`src/rtl/pc_sequencer_pkg.sv`:
```
// Shared types and defaults for the PC sequencer: state encoding and
// default reset PC / instruction size.
package pc_seq_pkg;

    typedef enum logic [1:0] {
        FETCH  = 2'b00,
        DECODE = 2'b01,
        EXEC   = 2'b10,
        HALT   = 2'b11
    } state_e;

    localparam int unsigned DEFAULT_ADDR_W      = 32;
    localparam int unsigned DEFAULT_RESET_PC    = 0;
    localparam int unsigned DEFAULT_INSTR_BYTES = 4;

endpackage

```
`src/rtl/pc_sequencer_if.sv`:
```
// Sequencer-side bus: fetch handshake, pipeline control inputs and PC/status outputs.
interface pc_sequencer_if #(
    parameter int unsigned ADDR_W = 32
);
    logic              fetch_ack;
    logic              stall;
    logic              branch_taken;
    logic [ADDR_W-1:0] branch_target;
    logic              halt;
    logic [ADDR_W-1:0] pc;
    logic              fetch_req;
    logic              ir_load;
    logic              choose;
    logic [1:0]        state_o;
    logic              halted;

    modport master (
        input  fetch_ack, stall, branch_taken, branch_target, halt,
        output pc, fetch_req, ir_load, choose, state_o, halted
    );

    modport slave (
        output fetch_ack, stall, branch_taken, branch_target, halt,
        input  pc, fetch_req, ir_load, choose, state_o, halted
    );
endinterface

```
`src/rtl/pc_sequencer_next_calc.sv`:
```
// Combinational next-PC: sequential increment or aligned branch redirect.
module pc_next_calc
    import pc_seq_pkg::*;
#(
    parameter int unsigned ADDR_W      = DEFAULT_ADDR_W,
    parameter int unsigned INSTR_BYTES = DEFAULT_INSTR_BYTES
) (
    input  logic [ADDR_W-1:0] pc_i,
    input  logic              branch_taken_i,
    input  logic [ADDR_W-1:0] branch_target_i,
    output logic [ADDR_W-1:0] next_pc_o
);
    // INSTR_BYTES is a power of two, so INSTR_BYTES-1 covers exactly the offset bits
    localparam logic [ADDR_W-1:0] ALIGN_MASK = ~(ADDR_W'(INSTR_BYTES) - ADDR_W'(1));

    always_comb begin
        if (branch_taken_i) begin
            next_pc_o = branch_target_i & ALIGN_MASK;
        end else begin
            next_pc_o = pc_i + ADDR_W'(INSTR_BYTES);
        end
    end
endmodule

```
`src/rtl/pc_sequencer.sv`:
```
// Fetch/decode/execute PC sequencer with halt state.
// Optional stall counter output enabled by PC_SEQUENCER_STALL_CNT_EN.
module pc_sequencer
    import pc_seq_pkg::*;
#(
    parameter int unsigned       ADDR_W      = DEFAULT_ADDR_W,
    parameter logic [ADDR_W-1:0] RESET_PC    = ADDR_W'(DEFAULT_RESET_PC),
    parameter int unsigned       INSTR_BYTES = DEFAULT_INSTR_BYTES
) (
    input  logic              clk,
    input  logic              rst,
    pc_sequencer_if.master    bus
`ifdef PC_SEQUENCER_STALL_CNT_EN
    ,
    output logic [31:0]       stall_cnt
`endif
);

    state_e            state_q, state_d;
    logic [ADDR_W-1:0] pc_q, pc_d;
    logic [ADDR_W-1:0] next_pc;
    logic              fetch_req_c;
    logic              ir_load_c;
    logic              choose_c;
    logic              halted_c;

    pc_next_calc #(
        .ADDR_W      (ADDR_W),
        .INSTR_BYTES (INSTR_BYTES)
    ) u_next_calc (
        .pc_i            (pc_q),
        .branch_taken_i  (bus.branch_taken),
        .branch_target_i (bus.branch_target),
        .next_pc_o       (next_pc)
    );

    always_ff @(posedge clk or posedge rst) begin
        if (rst) begin
            state_q <= FETCH;
            pc_q    <= RESET_PC;
        end else begin
            state_q <= state_d;
            pc_q    <= pc_d;
        end
    end

    // Next state and control outputs decoded from the current state
    always_comb begin
        state_d     = state_q;
        fetch_req_c = 1'b0;
        ir_load_c   = 1'b0;
        choose_c    = 1'b1;
        halted_c    = 1'b0;
        case (state_q)
            FETCH: begin
                fetch_req_c = 1'b1;
                if (bus.fetch_ack) begin
                    ir_load_c = 1'b1;
                    state_d   = DECODE;
                end
            end
            DECODE: begin
                if (!bus.stall) begin
                    state_d = EXEC;
                end
            end
            EXEC: begin
                if (!bus.stall) begin
                    choose_c = 1'b0;
                    state_d  = bus.halt ? HALT : FETCH;
                end
            end
            HALT: begin
                halted_c = 1'b1;
            end
            default: begin
                state_d = FETCH;
            end
        endcase
    end

    // choose=1 recirculates the current PC, choose=0 commits the computed one
    always_comb begin
        pc_d = choose_c ? pc_q : next_pc;
    end

    assign bus.pc        = pc_q;
    assign bus.fetch_req = fetch_req_c;
    assign bus.ir_load   = ir_load_c;
    assign bus.choose    = choose_c;
    assign bus.halted    = halted_c;
    assign bus.state_o   = state_q;

`ifdef PC_SEQUENCER_STALL_CNT_EN
    logic [31:0] stall_cnt_q, stall_cnt_d;

    always_ff @(posedge clk or posedge rst) begin
        if (rst) begin
            stall_cnt_q <= 32'd0;
        end else begin
            stall_cnt_q <= stall_cnt_d;
        end
    end

    // Saturating count of stalled DECODE/EXEC cycles
    always_comb begin
        stall_cnt_d = stall_cnt_q;
        if (((state_q == DECODE) || (state_q == EXEC)) && bus.stall &&
            (stall_cnt_q != 32'hFFFF_FFFF)) begin
            stall_cnt_d = stall_cnt_q + 32'd1;
        end
    end

    assign stall_cnt = stall_cnt_q;
`endif

endmodule

```
`src/flat_wrapper.sv`:
```
// flat-port wrapper written by rule: the top's interface ports become plain ports
module pc_sequencer_flat import pc_seq_pkg::*;
#(
    parameter int unsigned       ADDR_W      = DEFAULT_ADDR_W,
    parameter logic [ADDR_W-1:0] RESET_PC    = ADDR_W'(DEFAULT_RESET_PC),
    parameter int unsigned       INSTR_BYTES = DEFAULT_INSTR_BYTES
)
  (clk, rst, bus_fetch_ack, bus_stall, bus_branch_taken, bus_branch_target, bus_halt, bus_pc, bus_fetch_req, bus_ir_load, bus_choose, bus_state_o, bus_halted);
  pc_sequencer_if #(.ADDR_W(ADDR_W)) bus_i ();
  input  logic clk;
  input  logic rst;
  input wire logic [$bits(bus_i.fetch_ack)-1:0] bus_fetch_ack;
  input wire logic [$bits(bus_i.stall)-1:0] bus_stall;
  input wire logic [$bits(bus_i.branch_taken)-1:0] bus_branch_taken;
  input wire logic [$bits(bus_i.branch_target)-1:0] bus_branch_target;
  input wire logic [$bits(bus_i.halt)-1:0] bus_halt;
  output wire logic [$bits(bus_i.pc)-1:0] bus_pc;
  output wire logic [$bits(bus_i.fetch_req)-1:0] bus_fetch_req;
  output wire logic [$bits(bus_i.ir_load)-1:0] bus_ir_load;
  output wire logic [$bits(bus_i.choose)-1:0] bus_choose;
  output wire logic [$bits(bus_i.state_o)-1:0] bus_state_o;
  output wire logic [$bits(bus_i.halted)-1:0] bus_halted;
  assign bus_i.fetch_ack = bus_fetch_ack;
  assign bus_i.stall = bus_stall;
  assign bus_i.branch_taken = bus_branch_taken;
  assign bus_i.branch_target = bus_branch_target;
  assign bus_i.halt = bus_halt;
  assign bus_pc = bus_i.pc;
  assign bus_fetch_req = bus_i.fetch_req;
  assign bus_ir_load = bus_i.ir_load;
  assign bus_choose = bus_i.choose;
  assign bus_state_o = bus_i.state_o;
  assign bus_halted = bus_i.halted;
  pc_sequencer #(.ADDR_W(ADDR_W), .RESET_PC(RESET_PC), .INSTR_BYTES(INSTR_BYTES)) u_core (.clk(clk), .rst(rst), .bus(bus_i));
endmodule
```
`config.mk`:
```
export PLATFORM = sky130hd
export DESIGN_NAME = pc_sequencer_flat
export DESIGN_NICKNAME = d
export VERILOG_FILES = /design/src/rtl/pc_sequencer_pkg.sv /design/src/rtl/pc_sequencer_if.sv /design/src/rtl/pc_sequencer_next_calc.sv /design/src/rtl/pc_sequencer.sv /design/src/flat_wrapper.sv
export SDC_FILE = /design/constraint.sdc
export NUM_CORES = 1
export LEC_CHECK = 0
export ABC_CLOCK_PERIOD_IN_PS = 2500
export CAP_MARGIN = 15
export CORE_AREA = 4 4 67 94
export DETAILED_ROUTE_END_ITERATION = 16
export DIE_AREA = 0 0 71 98
export PLACE_DENSITY_LB_ADDON = 0.15
export SLEW_MARGIN = 20
export SYNTH_ARGS = -nofsm -noshare
export SYNTH_HDL_FRONTEND = slang
export SYNTH_HIERARCHICAL = 1
export SYNTH_SLANG_ARGS = --single-unit
```
`constraint.sdc`:
```
create_clock -name clk -period 2.5 [get_ports clk]
set_input_delay 0.5 -clock clk [delete_from_list [all_inputs] [get_ports clk]]
set_output_delay 0.5 -clock clk [all_outputs]
set_load 0.05 [all_outputs]
```
==> results.md, run 1 <==
Global routing:
- Summed over all layers, the global routing overflow is 0.
- The first-pass GRT wire length is 11.1 mm.
- For this run, the total global-route usage over all layers was measured as 19.4%.
- The number of global-route vias before repair is 2316.
- Entering global routing, the biggest net connects 31 pins.
- The initial antenna violation count is 0.

Logic synthesis:
- The arithmetic-cell share of the synthesized area counting full adders, half adders and majority gates is 2.92%.
- The Yosys step of the flow raised 6 warnings.
- The complex-gate fraction of the synthesized area is 11.1%.
- The share of synthesized area occupied by flip-flops and latches is between 30% and 40%.
- The synthesized design contains 34 register bits.
- The synthesized design contains 0 enable-type register cells.
- The dominant combinational cell family by area after synthesis is simple AND/OR/NAND/NOR gates.
- Summing the areas of all and, or, nand and nor instances in the mapped netlist gives 22.9% of the synthesized area.
- After synthesis, the netlist uses 46 different library cells.
- The synthesized netlist devotes 4.76% of its cell area to XOR and XNOR gates.
- The proportion of register bits with asynchronous set or reset after synthesis is 100%.
- The gate count of the mapped netlist is 263.
- The mapped cell area is 2570 µm².
- The mux share of post-synthesis cell area is 19.4%.
- A synthesized cell averages 9.79 µm².
- The dominant synthesized flop cell is sky130_fd_sc_hd__dfrtp_1.
- When the netlist entered floorplanning its net count stood at around 300.

Layout:
- Counting the fill cells in the layout gives 490.
- The fraction of final layout cells with drive strength greater than 1 is 21.1%.
- The multi-input gate area in the final layout is 1580 µm².
- The register area is between 800 and 900 µm².
- At the end of the flow the core is filled with cells to about two thirds.
- The non-filler instance count after layout is 419.
- The antenna diode count is 0.
- The net count of the finished layout is 394.
- The growth of design area from synthesis to finish is 38.9%.

Floorplanning:
- The die covers ~7000 µm².
- The die extent in x is 71 µm.
- The floorplan step set the die height to 98 µm.
- The floorplan has 32 rows.
- During I/O placement, the number of pins put on the boundary was 76.
- The region available for standard cell placement spans 5450 µm².
- The effective utilization at floorplan is 47.3%.

Worst setup path:
- The maximum net fanout on the critical path is 6.
- The element type at the critical path start is a register.
- The nature of the critical path endpoint is a register.
- The most critical setup path has its endpoint at u_core/bus.pc[29].
- The number of cells on the worst reg-to-reg path is 5.
- The beginning of the worst register-to-register path is u_core/bus.pc[18].
- The setup slack of the worst register-to-register path is between 200 and 250 ps.
- STA puts the critical path data arrival time at 2460 ps.
- Data on the critical path is required at its endpoint by 2670 ps.
- The terminus of the critical flop-to-flop path is u_core/bus.pc[29].
- The startpoint of the worst setup timing path is u_core/bus.pc[18].
- The critical path is of the register to register type.

Clock network:
- The cell at the root of the clock tree is sky130_fd_sc_hd__clkbuf_8.
- Counting every sink on the clock net gives 34.
- The clock tree synthesis step divided the H-tree into 2 levels.
- The number of buffers inserted to repair setup after CTS is 0.
- Counting along the longest clock path gives a buffer depth of 2.
- The worst-skew pair later-pin latency is roughly 280 ps.
- The CTS tree is done.
- The number of buffers added by the clock tree synthesis step is 5.
- The clock transition at the register clock pins on the worst setup and hold paths after CTS is 80 ps.
- Gates resized during post-CTS repair numbered 0.
- The hold buffer count at CTS is 0.

Timing:
- The final number of max-transition violations came to 0.
- Setup repair after global routing left no endpoint under its margin.
- The share of the cycle needed by the critical path after routing is 91.8%.
- The routed design could run at a clock period as short as 2290 ps.
- The transition time at the pin with the least slew margin is 690 ps.
- Hold timing on the final database bottoms out at a slack of 540 ps.
- On the final layout, the worst clock skew is 9.07 ps.
- Summed over all failing endpoints, the final setup total negative slack is 0 ps.
- The final-report hold violation count is 0.
- The worst slew margin relative to its limit is 53.9%.
- Based on the critical path, the design can be clocked at up to between 0.4 and 0.5 GHz.
- The number of setup violations in the final report is 0.

Pwr:
- The part of the total power dissipated in sequential elements is a little over a quarter.
- Internal power comes to 2.26 mW.
- VDD sags by at most between 0.0007 and 0.0008 V.
- The switching power summed over all nets is 2.14 mW.
- The completed layout was analyzed and its total power is 4.40 mW.
- The static power due to leakage is 1.53 nW.
- In this run switching power makes up 48.6% of total power.
- Combinational cells account for between 60% and 70% of the total power.
- The clock network fraction of total power is about a tenth.
- The total power divided by cell area is 1230 nW/µm².

Route:
- The count of nets left with antenna violations after detail routing is 0.
- The overall via count from detail_route is about 2300.
- The number of detailed-routing iterations run before antenna repair is 4.
- In this run, the number of DRC markers left after iteration 0 of detailed routing was around 160.
- Dividing the detail-routed wire length by the instance count gives 15.8 µm.
- For this run, design rule violations remaining after detail routing come to 0.
- The final routed wirelength across all metal layers is 6.62 mm.
- The vias per cell is between 5 and 6.

Placement:
- Detailed placement ended at an HPWL of 4.95 mm.
- Input and output buffers added on the ports amount to 73.
- Routability-driven placement finished with a final weighted congestion of 0.867.
- The post-placement cell count is 411.

Hold path:
- The startpoint of the most critical hold path is u_core/bus.pc[0].
- The worst hold path belongs to the class register to register.

Flow run:
- The tool flagged a number of max-cap violations equal to 0.

Run status:
- The run finished with clean final reports.
[Yosys cell counts (2+ instances only)]
cell type | count | area share, %
sky130_fd_sc_hd__inv_1 | 9 | 1.3
sky130_fd_sc_hd__o211ai_1 | 2 | 0.58
sky130_fd_sc_hd__mux2_4 | 29 | 17
sky130_fd_sc_hd__nor2b_1 | 3 | 0.73
sky130_fd_sc_hd__ha_1 | 6 | 2.9
sky130_fd_sc_hd__mux2_2 | 4 | 1.7
sky130_fd_sc_hd__dfrtp_1 | 34 | 33
sky130_fd_sc_hd__or3_1 | 6 | 1.5
sky130_fd_sc_hd__nand2_1 | 28 | 4.1
sky130_fd_sc_hd__buf_12 | 3 | 2.3
sky130_fd_sc_hd__xnor2_1 | 12 | 4.1
sky130_fd_sc_hd__and4_1 | 3 | 1.0
sky130_fd_sc_hd__and2_1 | 2 | 0.49
sky130_fd_sc_hd__clkbuf_1 | 10 | 1.5
sky130_fd_sc_hd__or4_1 | 6 | 1.7
sky130_fd_sc_hd__and3_1 | 3 | 0.73
sky130_fd_sc_hd__mux2i_1 | 2 | 0.78
sky130_fd_sc_hd__nor3_1 | 6 | 1.2
sky130_fd_sc_hd__o21ai_0 | 21 | 4.1
sky130_fd_sc_hd__nand4_1 | 5 | 1.2
sky130_fd_sc_hd__xor2_1 | 2 | 0.68
sky130_fd_sc_hd__nand3_1 | 15 | 2.9
sky130_fd_sc_hd__nor2_1 | 14 | 2.0
sky130_fd_sc_hd__nor4_1 | 5 | 1.2
sky130_fd_sc_hd__nand2b_1 | 2 | 0.49
sky130_fd_sc_hd__a31oi_1 | 9 | 2.2
sky130_fd_sc_hd__o31ai_1 | 3 | 0.87
[kinds of logic (layout without fill, tap and decap cells)]
| family | Yosys count | after routing |
|---|---|---|
| AO/OA/AOI/OAI | 43 | 43 |
| XOR/XNOR | 14 | 14 |
| adder cells (fa/ha/maj) | 6 | 6 |
| buffers and inverters | 24 | 112 |
| flip-flops | 34 | 34 |
| multiplexers | 35 | 35 |
| AND/OR/NAND/NOR | 107 | 107 |
[worst min path at each step]
stage	cells past startpoint	to
2_1_floorplan	1	u_core/bus.pc[0]
3_3_place_gp	1	u_core/bus.pc[0]
3_5_place_dp	1	u_core/bus.pc[0]
4_1_cts	1	u_core/bus.pc[0]
5_1_grt	1	u_core/bus.pc[0]
6_report	1	u_core/bus.pc[0]
[cell type report]
| class | instances | area share, % |
|---|---|---|
| clock inverters | 1 | 0.140 |
| inverters | 9 | 0.945 |
| flip-flops and latches | 34 | 24.0 |
| clock buffers | 7 | 2.41 |
| repair buffers | 95 | 26.0 |
| multi-input cells | 205 | 44.1 |
| well taps | 68 | 2.38 |
[routing by layer]
layer	vias up	track usage [%]	share of wire, %
met5	-	0	0
met4	0	6.08	1.2
met3	6	3.19	3.5
met2	49	33.9	53
met1	1102	24.1	42
li1	1132	-	-
[power by group through the flow]
stage / clock (mW) / sequential (mW) / combinational (mW)
after floorplan: 0 / 2.02 / 1.03
after global placement: 0 / 1.15 / 2.79
after detailed placement: 0 / 1.16 / 2.82
after CTS: 0.442 / 1.16 / 2.84
after global routing: 0.464 / 1.21 / 2.97
final: 0.425 / 1.16 / 2.82
[placed cells by master (no fill, tap or decap), drive strengths merged, types with 5 or more instances in the layout]
master,netlist,final
xnor2,12,12
a31oi,9,9
buf,5,24
nand4,7,7
nand3,15,15
nor2,14,14
dfrtp,34,34
ha,6,6
nor4,5,5
clkdlybuf4s50,0,70
nand2,28,28
clkbuf,10,7
or4,6,6
mux2,33,33
or3,6,6
nor3,6,6
inv,9,9
o21ai,21,21
[through the flow]
| stage | setup slack (ps) | cell area [µm²] |
|---|---|---|
| 2_1_floorplan | -8.06 | 2580 |
| 3_3_place_gp | 268 | 3480 |
| 3_5_place_dp | 239 | 3480 |
| 4_1_cts | 59.3 | 3570 |
| 5_1_grt | 77.2 | 3580 |
| 6_report | 206 | 3580 |
[worst max-delay path, cell delays in order (launching register included)]
cell and delay [ps]:
sky130_fd_sc_hd__dfrtp_1 420, sky130_fd_sc_hd__and3_1 260, sky130_fd_sc_hd__or4b_2 690, sky130_fd_sc_hd__o21ai_0 160, sky130_fd_sc_hd__or3b_1 370, sky130_fd_sc_hd__mux2_4 270
[state kept, by name, indices dropped and copies added, names as in the netlist]
signal / cells
u_core/bus.state_o: 2
u_core/bus.pc: 32
Note: power is estimated with default switching activity, not from simulation.
==> run 2, diff against run 1 <==
Settings changed: ABC_CLOCK_PERIOD_IN_PS 2500 to 2000, CORE_AREA 4 4 67 94 to 4 4 71 99, DIE_AREA 0 0 71 98 to 0 0 75 103.
Clock period 2.5 ns to 2 ns, I/O delays scaled along.
==> results.md, run 2 (synthesis gave the netlist of run 1 again) <==
Run status:
- The flow ran to the end, but the final reports show violations.
- The checks that failed: negative setup slack.

Worst setup path:
- The terminus of the critical flop-to-flop path is u_core/bus.pc[30].
- The maximum net fanout on the critical path is 4 (-2).
- The worst setup path is captured at a register.
- The element type at the critical path start is a register.
- The critical path class is register to register.
- The standard cell with the maximum stage delay on the critical path is sky130_fd_sc_hd__or4_4.
- The beginning of the worst register-to-register path is u_core/bus.pc[2].
- The biggest cell delay along the critical path is 530 ps (-160 ps).
- The required time at the endpoint of the critical path came to 2230 ps (-440 ps).
- The number of cells on the worst reg-to-reg path is 6 (+1).
- The data arrival time of the critical path is 2240 ps (-220 ps).
- The setup slack of the worst register-to-register path came to -10 ps (-220 ps).
- The critical path goes through ha_4 > nand3_4 > or4_4 > or4_1 > a31oi_1 > mux2_2.

Placement:
- The post-detailed-placement half-perimeter wirelength was 5.38 mm (+8.6%).
- The post-placement worst setup slack is -174 ps (-413 ps).
- The placed instance area was 3720 µm² (+6.8%).
- The post-placement cell count is 440 (+7.1%).
- The global placer's final weighted congestion is 0.833 (-4.0%).
- The port buffer count is 73 (unchanged).

Layout:
- The final design instance area without fill is 3880 µm² (+8.6%).
- In the layout the commonest cells are sky130_fd_sc_hd__buf_4, sky130_fd_sc_hd__clkdlybuf4s50_1, sky130_fd_sc_hd__mux2_4, sky130_fd_sc_hd__nand2_1, sky130_fd_sc_hd__dfrtp_2.
- The library cell used most frequently in the layout, excluding fill and tap cells, is sky130_fd_sc_hd__buf_4.
- The utilization of the core after routing is 63.0% (-2.7 points).
- The non-filler instance count after layout is 451 (+7.6%).
- The net count of the finished layout was 422 (+7.1%).
- The number of inserted filler cells in the final layout is 544 (+11%).
- The antenna diode count is 0 (unchanged).
- Relative to the synthesized area, the layout overhead comes to 50.9%.
- The number of flip-flops under the largest register name is 32 (unchanged).
- The fraction of final layout cells with drive strength greater than 1 is 43.0% (+22 points).

Floorplanning:
- The count of standard-cell rows is 34 (+6.3%).
- The area of the core region is 6170 µm² (+13%).
- The area enclosed by the die boundary came to 7730 µm² (+11%).
- The die extent in x is 75 µm (+5.6%).
- The y dimension of the die is 103 µm (+5.1%).
- The effective utilization at floorplan is 41.7% (-5.5 points).
- The total I/O pin count is 76 (unchanged).

Route:
- The final routed wirelength across all metal layers is 7.04 mm (+6.3%).
- The overall via count from detail_route is 2443 (+6.7%).
- The DRC violation total after the first TritonRoute iteration is 87 (-46%).
- The count of nets left with antenna violations after detail routing is 0 (unchanged).
- The number of detailed-routing iterations run before antenna repair came to 4 (unchanged).
- The vias per cell is 5.42 (-0.84%).
- The routed length per placed instance was 15.6 µm (-1.3%).
- The final routed DRC violation total is 0 (unchanged).

Global routing:
- The initial antenna violation count came to 0 (unchanged).
- The number of global-route vias before repair was 2353 (+1.6%).
- The overall routing resource usage came to 18.5% (-0.88 points).
- The remaining global-route overflow is 0 (unchanged).
- The largest net degree at the start of global routing came to 35 (+13%).
- The first-pass GRT wire length is 11.0 mm (-0.69%).

Pwr:
- The total power divided by cell area was 1520 nW/µm² (+24%).
- The static power due to leakage is 1.73 nW (+13%).
- The total power of the final layout is 5.92 mW (+35%).
- The maximum ir drop on the vdd rail is 0.000853 V (+11%).

Clock network:
- The number of levels in the clock H-tree is 2 (unchanged).
- The number of buffers between clock root and the deepest sink is 2 (unchanged).
- The clock transition at the register clock pins on the worst setup and hold paths after CTS is 70 ps (about the same).
- The number of sinks on the clock net came to 34 (unchanged).
- The cell at the root of the clock tree is sky130_fd_sc_hd__clkbuf_8.
- The CTS tree is done.
- The number of buffers added by the clock tree synthesis step is 5 (unchanged).
- The worst-skew pair later-pin latency is 290 ps (about the same).

Hold path:
- The class of the tightest hold or removal check is input pin to async pin.

Flow run:
- The max-capacitance violation count is 0 (unchanged).

Timing:
- The upper clock frequency limit was 0.496 GHz (+14%).
- The worst clock skew was 10.8 ps (+1.75 ps).
- The time the worst path needs with I/O delays and setup is 2010 ps (-280 ps).
- The number of setup violations in the final report is 2 (+2).
- The final number of max-transition violations came to 0 (unchanged).
- The final critical-path setup slack is -14.2 ps (-220 ps).
- The share of the cycle needed by the critical path after routing is 101% (+9.0 points).
- The transition time at the pin with the least slew margin came to 503 ps (-187 ps).
- The final-report hold violation count was 0 (unchanged).
- Setup repair after global routing could not meet its margin everywhere.
- The worst slew margin relative to its limit is 66.4% (+12 points).
run 2: how the worst max path moves through the flow:
stage                              endpoint        startpoint
after floorplan           u_core/bus.pc[23]  u_core/bus.pc[3]
after global placement    u_core/bus.pc[26]  u_core/bus.pc[2]
after detailed placement  u_core/bus.pc[28]  u_core/bus.pc[2]
after CTS                 u_core/bus.pc[23]  u_core/bus.pc[2]
after global routing      u_core/bus.pc[26]  u_core/bus.pc[2]
final                     u_core/bus.pc[30]  u_core/bus.pc[2]
run 2: area by class of cell:
type | count | area [µm²] | share of cell area [%]
multi-input cells | 206 | 1670 | 43.0
repair buffers | 122 | 1110 | 28.7
flip-flops and latches | 34 | 885 | 22.8
well taps | 72 | 90.1 | 2.32
clock buffers | 7 | 86.3 | 2.22
inverters | 9 | 33.8 | 0.870
clock inverters | 1 | 5.00 | 0.129
run 2: what timing repair did:
item	4_1_cts	5_1_grt
setup buffers	1	1
hold buffers	0	0
setup endpoints to repair	11	11
gates cloned	0	1
gates resized for setup	5	9
pin swaps	3	2
endpoints found under the hold margin	0	0
run 2: critical path, delay by kind of cell (launching register included):
kind,cells,cell delay [ps]
AO/OA/AOI/OAI,1,160
AND/OR/NAND/NOR,3,1040
adder cells (fa/ha/maj),1,160
flip-flops,1,450
multiplexers,1,170
run 2: report_power, final:
group | total [mW] | leakage, nW | switching [mW] | internal, mW
clock network | 0.536 | 0.0482 | 0.258 | 0.278
logic | 4.04 | 1.29 | 2.27 | 1.77
registers | 1.34 | 0.393 | 0.294 | 1.05
total | 5.92 | 1.73 | 2.82 | 3.10
run 2: layer usage:
layer	GRT usage [%]	up-vias	share of wire [%]
li1	-	1203	-
met1	20.5	1148	38
met2	33.9	78	53
met3	4.10	14	6.6
met4	6.58	0	2.5
met5	0	-	0
run 2: metrics by stage:
| step | setup TNS (ps) | hold slack [ps] |
|---|---|---|
| after CTS | -9.15 | 533 |
| after global placement | -527 | 513 |
| after detailed placement | -820 | 517 |
| after floorplan | -2130 | 540 |
| after global routing | -206 | 568 |
| final | -15.4 | 520 |
==> run 3, diff against run 2 <==
Settings changed: CORE_AREA 4 4 71 99 to 4 4 73 102, DIE_AREA 0 0 75 103 to 0 0 77 106.
==> results.md, run 3 (synthesis gave the netlist of run 1 again) <==
Worst setup path:
- The nature of the critical path endpoint is a register.
- The critical path goes through nand4_4 > or4_4 > o311a_1 > a221o_1 > mux2_4.
- The number of buffers and inverters on the critical path is 0 (unchanged).
- The required time at the endpoint of the critical path came to 2170 ps (-60 ps).
- The worst setup path is launched from a register.
- The biggest cell delay along the critical path is 540 ps (about the same).
- The critical path class is register to register.
- Grouping stages by cell kind, the critical path spends the most delay in simple AND/OR/NAND/NOR gates.
- The maximum net fanout on the critical path is 5 (+1).
- The data arrival time of the critical path is 2180 ps (-60 ps).
- The slowest stage of the critical path belongs to the cell sky130_fd_sc_hd__or4_4.

Layout:
- In the layout the commonest cells are sky130_fd_sc_hd__buf_4, sky130_fd_sc_hd__clkdlybuf4s50_1, sky130_fd_sc_hd__mux2_4, sky130_fd_sc_hd__nand2_1, sky130_fd_sc_hd__dfrtp_2.
- The growth of design area from synthesis to finish is 49.6%.
- The antenna diode count is 0 (unchanged).
- The number of flip-flops under the largest register name is 32 (unchanged).
- The net count of the finished layout was 420 (-0.47%).
- The most common library cell in the layout ignoring fill and taps is sky130_fd_sc_hd__buf_4.
- The fraction of final layout cells with drive strength greater than 1 is 42.6% (-0.45 points).

Floorplanning:
- The area enclosed by the die boundary is 8160 µm² (+5.7%).
- The effective utilization at floorplan came to 39.4% (-2.3 points).
- The count of standard-cell rows is 35 (+2.9%).
- The area of the core region was 6530 µm² (+5.8%).
- The y dimension of the die is 106 µm (+2.9%).
- The total I/O pin count is 76 (unchanged).
- The die extent in x is 77 µm (+2.7%).

Clock network:
- The clock transition at the register clock pins on the worst setup and hold paths after CTS was 80 ps (about the same).
- The cell at the root of the clock tree is sky130_fd_sc_hd__clkbuf_8.
- The number of levels in the clock H-tree is 2 (unchanged).
- TritonCTS built the clock tree.
- The number of buffers added by the clock tree synthesis step came to 5 (unchanged).
- The number of sinks on the clock net came to 34 (unchanged).
- The number of buffers between clock root and the deepest sink is 2 (unchanged).
- The worst-skew pair later-pin latency is 290 ps (about the same).
- The hold buffer count at CTS is 0 (unchanged).

Route:
- The final routed DRC violation total came to 0 (unchanged).
- The number of detailed-routing iterations run before antenna repair was 4 (unchanged).
- The vias per cell is 5.32 (-1.8%).
- The count of nets left with antenna violations after detail routing is 0 (unchanged).
- The total length of routed met3 wires is 336 µm (-27%).
- The final routed wirelength across all metal layers was 7.08 mm (+0.61%).
- Routed signal wires occupy layers up through met4.
- The routed length per placed instance is 15.7 µm (+0.83%).
- The overall via count from detail_route is 2393 (-2.0%).
- The DRC violation total after the first TritonRoute iteration was 78 (-10%).
- The detailed-routing wirelength on met1 is 2.88 mm (+6.6%).
- The amount of wire on met2 after detailed routing came to 3.77 mm (+1.9%).

Pwr:
- The static power due to leakage is 1.70 nW (-1.4%).
- The total power divided by cell area is 1560 nW/µm² (+2.4%).
- The maximum ir drop on the vdd rail is 0.000899 V (+5.4%).
- The total power of the final layout is 6.01 mW (+1.5%).

Timing:
- Setup repair after global routing could not meet its margin everywhere.
- The time the worst path needs with I/O delays and setup is 2010 ps (-6.38 ps).
- The worst slew margin relative to its limit is 65.1% (-1.3 points).
- The share of the cycle needed by the critical path after routing is 100% (-0.32 points).
- The worst clock skew came to 11.0 ps (+0.159 ps).
- The upper clock frequency limit is 0.498 GHz (+0.32%).
- The final critical-path setup slack is -7.83 ps (+6.38 ps).
- The final-report hold violation count came to 0 (unchanged).
- The number of setup violations in the final report is 1 (-1).
- The transition time at the pin with the least slew margin was 523 ps (+20.1 ps).
- The final number of max-transition violations is 0 (unchanged).
- The final total negative setup slack is -7.83 ps (+7.57 ps).

Global routing:
- The largest net degree at the start of global routing is 35 (unchanged).
- The initial antenna violation count is 0 (unchanged).
- The first-pass GRT wire length was 11.6 mm (+6.0%).
- The number of global-route vias before repair was 2450 (+4.1%).
- The overall routing resource usage was 17.8% (-0.71 points).
- The remaining global-route overflow is 0 (unchanged).

Flow run:
- The max-capacitance violation count came to 0 (unchanged).

Run status:
- The run finished, with violations left.
- The checks that failed: negative setup slack.

Placement:
- The post-detailed-placement half-perimeter wirelength is 5.41 mm (+0.60%).
- The global placer's final weighted congestion came to 0.797 (-4.3%).
- The post-placement worst setup slack was -137 ps (+37.4 ps).
- The port buffer count was 73 (unchanged).

Hold path:
- The tightest min-delay check is of the input pin to async pin type.
-- run 3: cell types whose count changed in the layout (fill, tap and decap cells not counted), sizes merged --
cell          change
or3               -1
clkinv            -1
clkbuf            -1
bufinv            +1
dlymetal6s2s      -1
-- run 3: layout make-up --
class / instances / area, µm²
fillers: 597 / 2680
clock buffers: 6 / 82.6
multi-input cells: 205 / 1650
flip-flops and latches: 34 / 885
clock inverters: 1 / 30.0
inverters: 9 / 33.8
well taps: 74 / 92.6
repair buffers: 121 / 1080
-- run 3: power by group --
group	switching (mW)	internal, mW	leakage [nW]	total, mW
Combinational	2.28	1.74	1.25	4.02
Sequential	0.279	1.05	0.393	1.33
Clock	0.256	0.399	0.0573	0.655
-- run 3: through the flow --
stage	util [%]	cell area, µm²	cells	hold slack (ps)
global placement	56.6	3690	442	508
finish	59.0	3850	450	502
global route	59.0	3850	450	551
floorplan	-	2650	263	540
CTS	58.7	3830	450	519
detailed placement	56.6	3690	442	525
-- run 3: worst register-to-register path, stage by stage, from the launching register on --
cell,delay (ps)
sky130_fd_sc_hd__dfrtp_2,390
sky130_fd_sc_hd__nand4_4,130
sky130_fd_sc_hd__or4_4,540
sky130_fd_sc_hd__o311a_1,310
sky130_fd_sc_hd__a221o_1,260
sky130_fd_sc_hd__mux2_4,260
-- run 3: metal layers --
layer  up-vias  track usage, %
met5         -               0
met4         0            6.11
met3         8            3.05
met2        61            32.8
met1      1144            20.6
li1       1180               -
-- run 3: what timing repair did --
action                     4_1_cts  5_1_grt
resized for setup                5        5
buffers inserted                 1        0
pin swaps                        2        4
setup endpoints to repair       11        9
-- run 3: final timing paths --
check,from,to,slack [ps],depth (start not counted)
worst max-delay path,u_core/bus.pc[12],u_core/bus.pc[23],-8,5
worst min-delay path,rst,u_core/bus.pc[1],500,3
worst max register to register,u_core/bus.pc[12],u_core/bus.pc[23],-8,5
worst min register to register,u_core/bus.pc[0],u_core/bus.pc[0],540,1
max in group asynchronous,rst,u_core/bus.pc[2],1130,3
min in group clk,u_core/bus.pc[0],u_core/bus.pc[0],540,1
==> patch, RTL diff (config.mk and constraints of run 1) <==
The package constant `DEFAULT_ADDR_W` goes from 32 to 40.
--- a/src/rtl/pc_sequencer_pkg.sv
+++ b/src/rtl/pc_sequencer_pkg.sv
@@ -11,3 +11,3 @@
 
-    localparam int unsigned DEFAULT_ADDR_W      = 32;
+    localparam int unsigned DEFAULT_ADDR_W      = 40;
     localparam int unsigned DEFAULT_RESET_PC    = 0;
Ports: changed (resized bus_branch_target and bus_pc); port bits go from 76 to 92. No check against the original RTL was run, so the function may have changed too.
==> patch against run 1 <==
  * Global-route usage rose by 6.2 points
  * Largest cell class unchanged
  * Synthesized area is 27% higher
  * Maximum frequency is 5.0% lower
  * Total power up 24%
  * Setup slack got worse by 0.12 ns
  * Sequential cell count grew 8
  * Critical path depth stayed put
  * Die area unchanged
  * Cell area up 21%
  * Worst hold slack got worse by 0.0027 ns
  * Non-clock buffer count rose by 9
  * Wire length up 32%
==> patch: results (changes against run 1) <==
met2 wire len -> 4700 um (was 3540 um)
CP Data Arrival Time -> 2.65 ns (was 2.46 ns)
Port Buf Inserts -> 89 (was 73)
Synth cell types -> 44 (was 46)
number of global-route vias before repair -> 3201 (was 2316)
max incr delay on CP -> 0.76 ns (was 0.69 ns)
routed vias -> 3004 (was 2289)
Inst Count DP -> 484 (was 411)
outcome -> completed (unchanged)
worst-path fanout max -> 14 (was 6)
Mapped Nets -> 386 (was 307)
largest net degree at the start of global routing -> 52 (was 31)
DRT met1 WL -> 3260 um (was 2770 um)
Reg-to-Reg End -> u_core/bus.pc[39]$_DFFE_PP0N_ (was u_core/bus.pc[29]$_DFFE_PP0N_)
Switching Share -> 49.7% (was 48.6%)
Post-DP Area -> 0.00423 mm2 (was 0.00348 mm2)
top post-synthesis cells by area -> dfrtp_1 (32%), mux2_4 (18%), or4_1 (3.4%), nand2_1 (3.3%), o21ai_0 (3.2%) (was dfrtp_1 (33%), mux2_4 (17%), nand2_1 (4.1%), o21ai_0 (4.1%), xnor2_1 (4.1%))
maximum VDD drop -> 859 uV (was 767 uV)
Seq/Total Area, Yosys -> 32.1% (was 33.1%)
Leakage -> 1.81 nW (was 1.53 nW)
met1 Usage GRT -> 28.2% (was 24.1%)
Slowest-stage cell, CP -> or4_1 (was or4b_2)
Worst Slack Setup Final -> 0.0851 ns (was 0.206 ns)
met3 GRT Util -> 6.18% (was 3.19%)
crit path launch -> u_core/bus.pc[21]$_DFFE_PP0N_ (was u_core/bus.pc[18]$_DFFE_PP0N_)
Comb. pwr -> 3.40 mW (was 2.82 mW)
met3 WL -> 582 um (was 235 um)
share of post-route cells with drive strength above 1 -> 17.9% (was 21.1%)
grt met2 use -> 46.5% (was 33.9%)
hold path start -> u_core/bus.pc[1]$_DFFE_PP0N_ (was u_core/bus.pc[0]$_DFFE_PP0N_)
GR Util All Layers -> 25.6% (was 19.4%)
hold crit path type -> register to register (unchanged)
Starting DRT DRC Count -> 242 (was 162)
Routability Congestion -> 0.840 (was 0.867)
wire per inst -> 17.8 um (was 15.8 um)
Fin Hold WS -> 0.537 ns (was 0.540 ns)
Largest register FFs -> 40 (was 32)
worst slack, placed -> 0.155 ns (was 0.239 ns)
Min-Delay Endpoint -> u_core/bus.pc[1]$_DFFE_PP0N_ (was u_core/bus.pc[0]$_DFFE_PP0N_)
final std cells w/o fill -> 492 (was 419)
==> patch: changes by cell type after synthesis, moves of 5 or more <==
cell | run 1 | this run
nor2_1 | 14 | 24
nand4_1 | 5 | 12
mux2_4 | 29 | 39
o31ai_1 | 3 | 14
a22oi_1 | 0 | 5
a31oi_1 | 9 | 16
or4_1 | 6 | 15
dfrtp_1 | 34 | 42
==> patch: cell type report <==
cell class              instances  area [um2]  area share, %
well taps                      68        85.1           1.96
flip-flops and latches         42        1060           24.3
inverters                       8        30.0          0.692
clock buffers                   8         110           2.54
multi-input cells             262        2010           46.3
repair buffers                104        1050           24.2
==> patch: cell families after synthesis <==
kind of cell / synth area share (%)
XOR/XNOR: 3.48
flip-flops: 32.1
buffers and inverters: 6.58
multiplexers: 19.2
AND/OR/NAND/NOR: 23.5
adder cells (fa/ha/maj): 2.29
AO/OA/AOI/OAI: 12.8
==> patch: repair_timing <==
item,in CTS,in global routing
endpoints found under the setup margin,0,1
resized for setup,0,1
buffers inserted,0,0
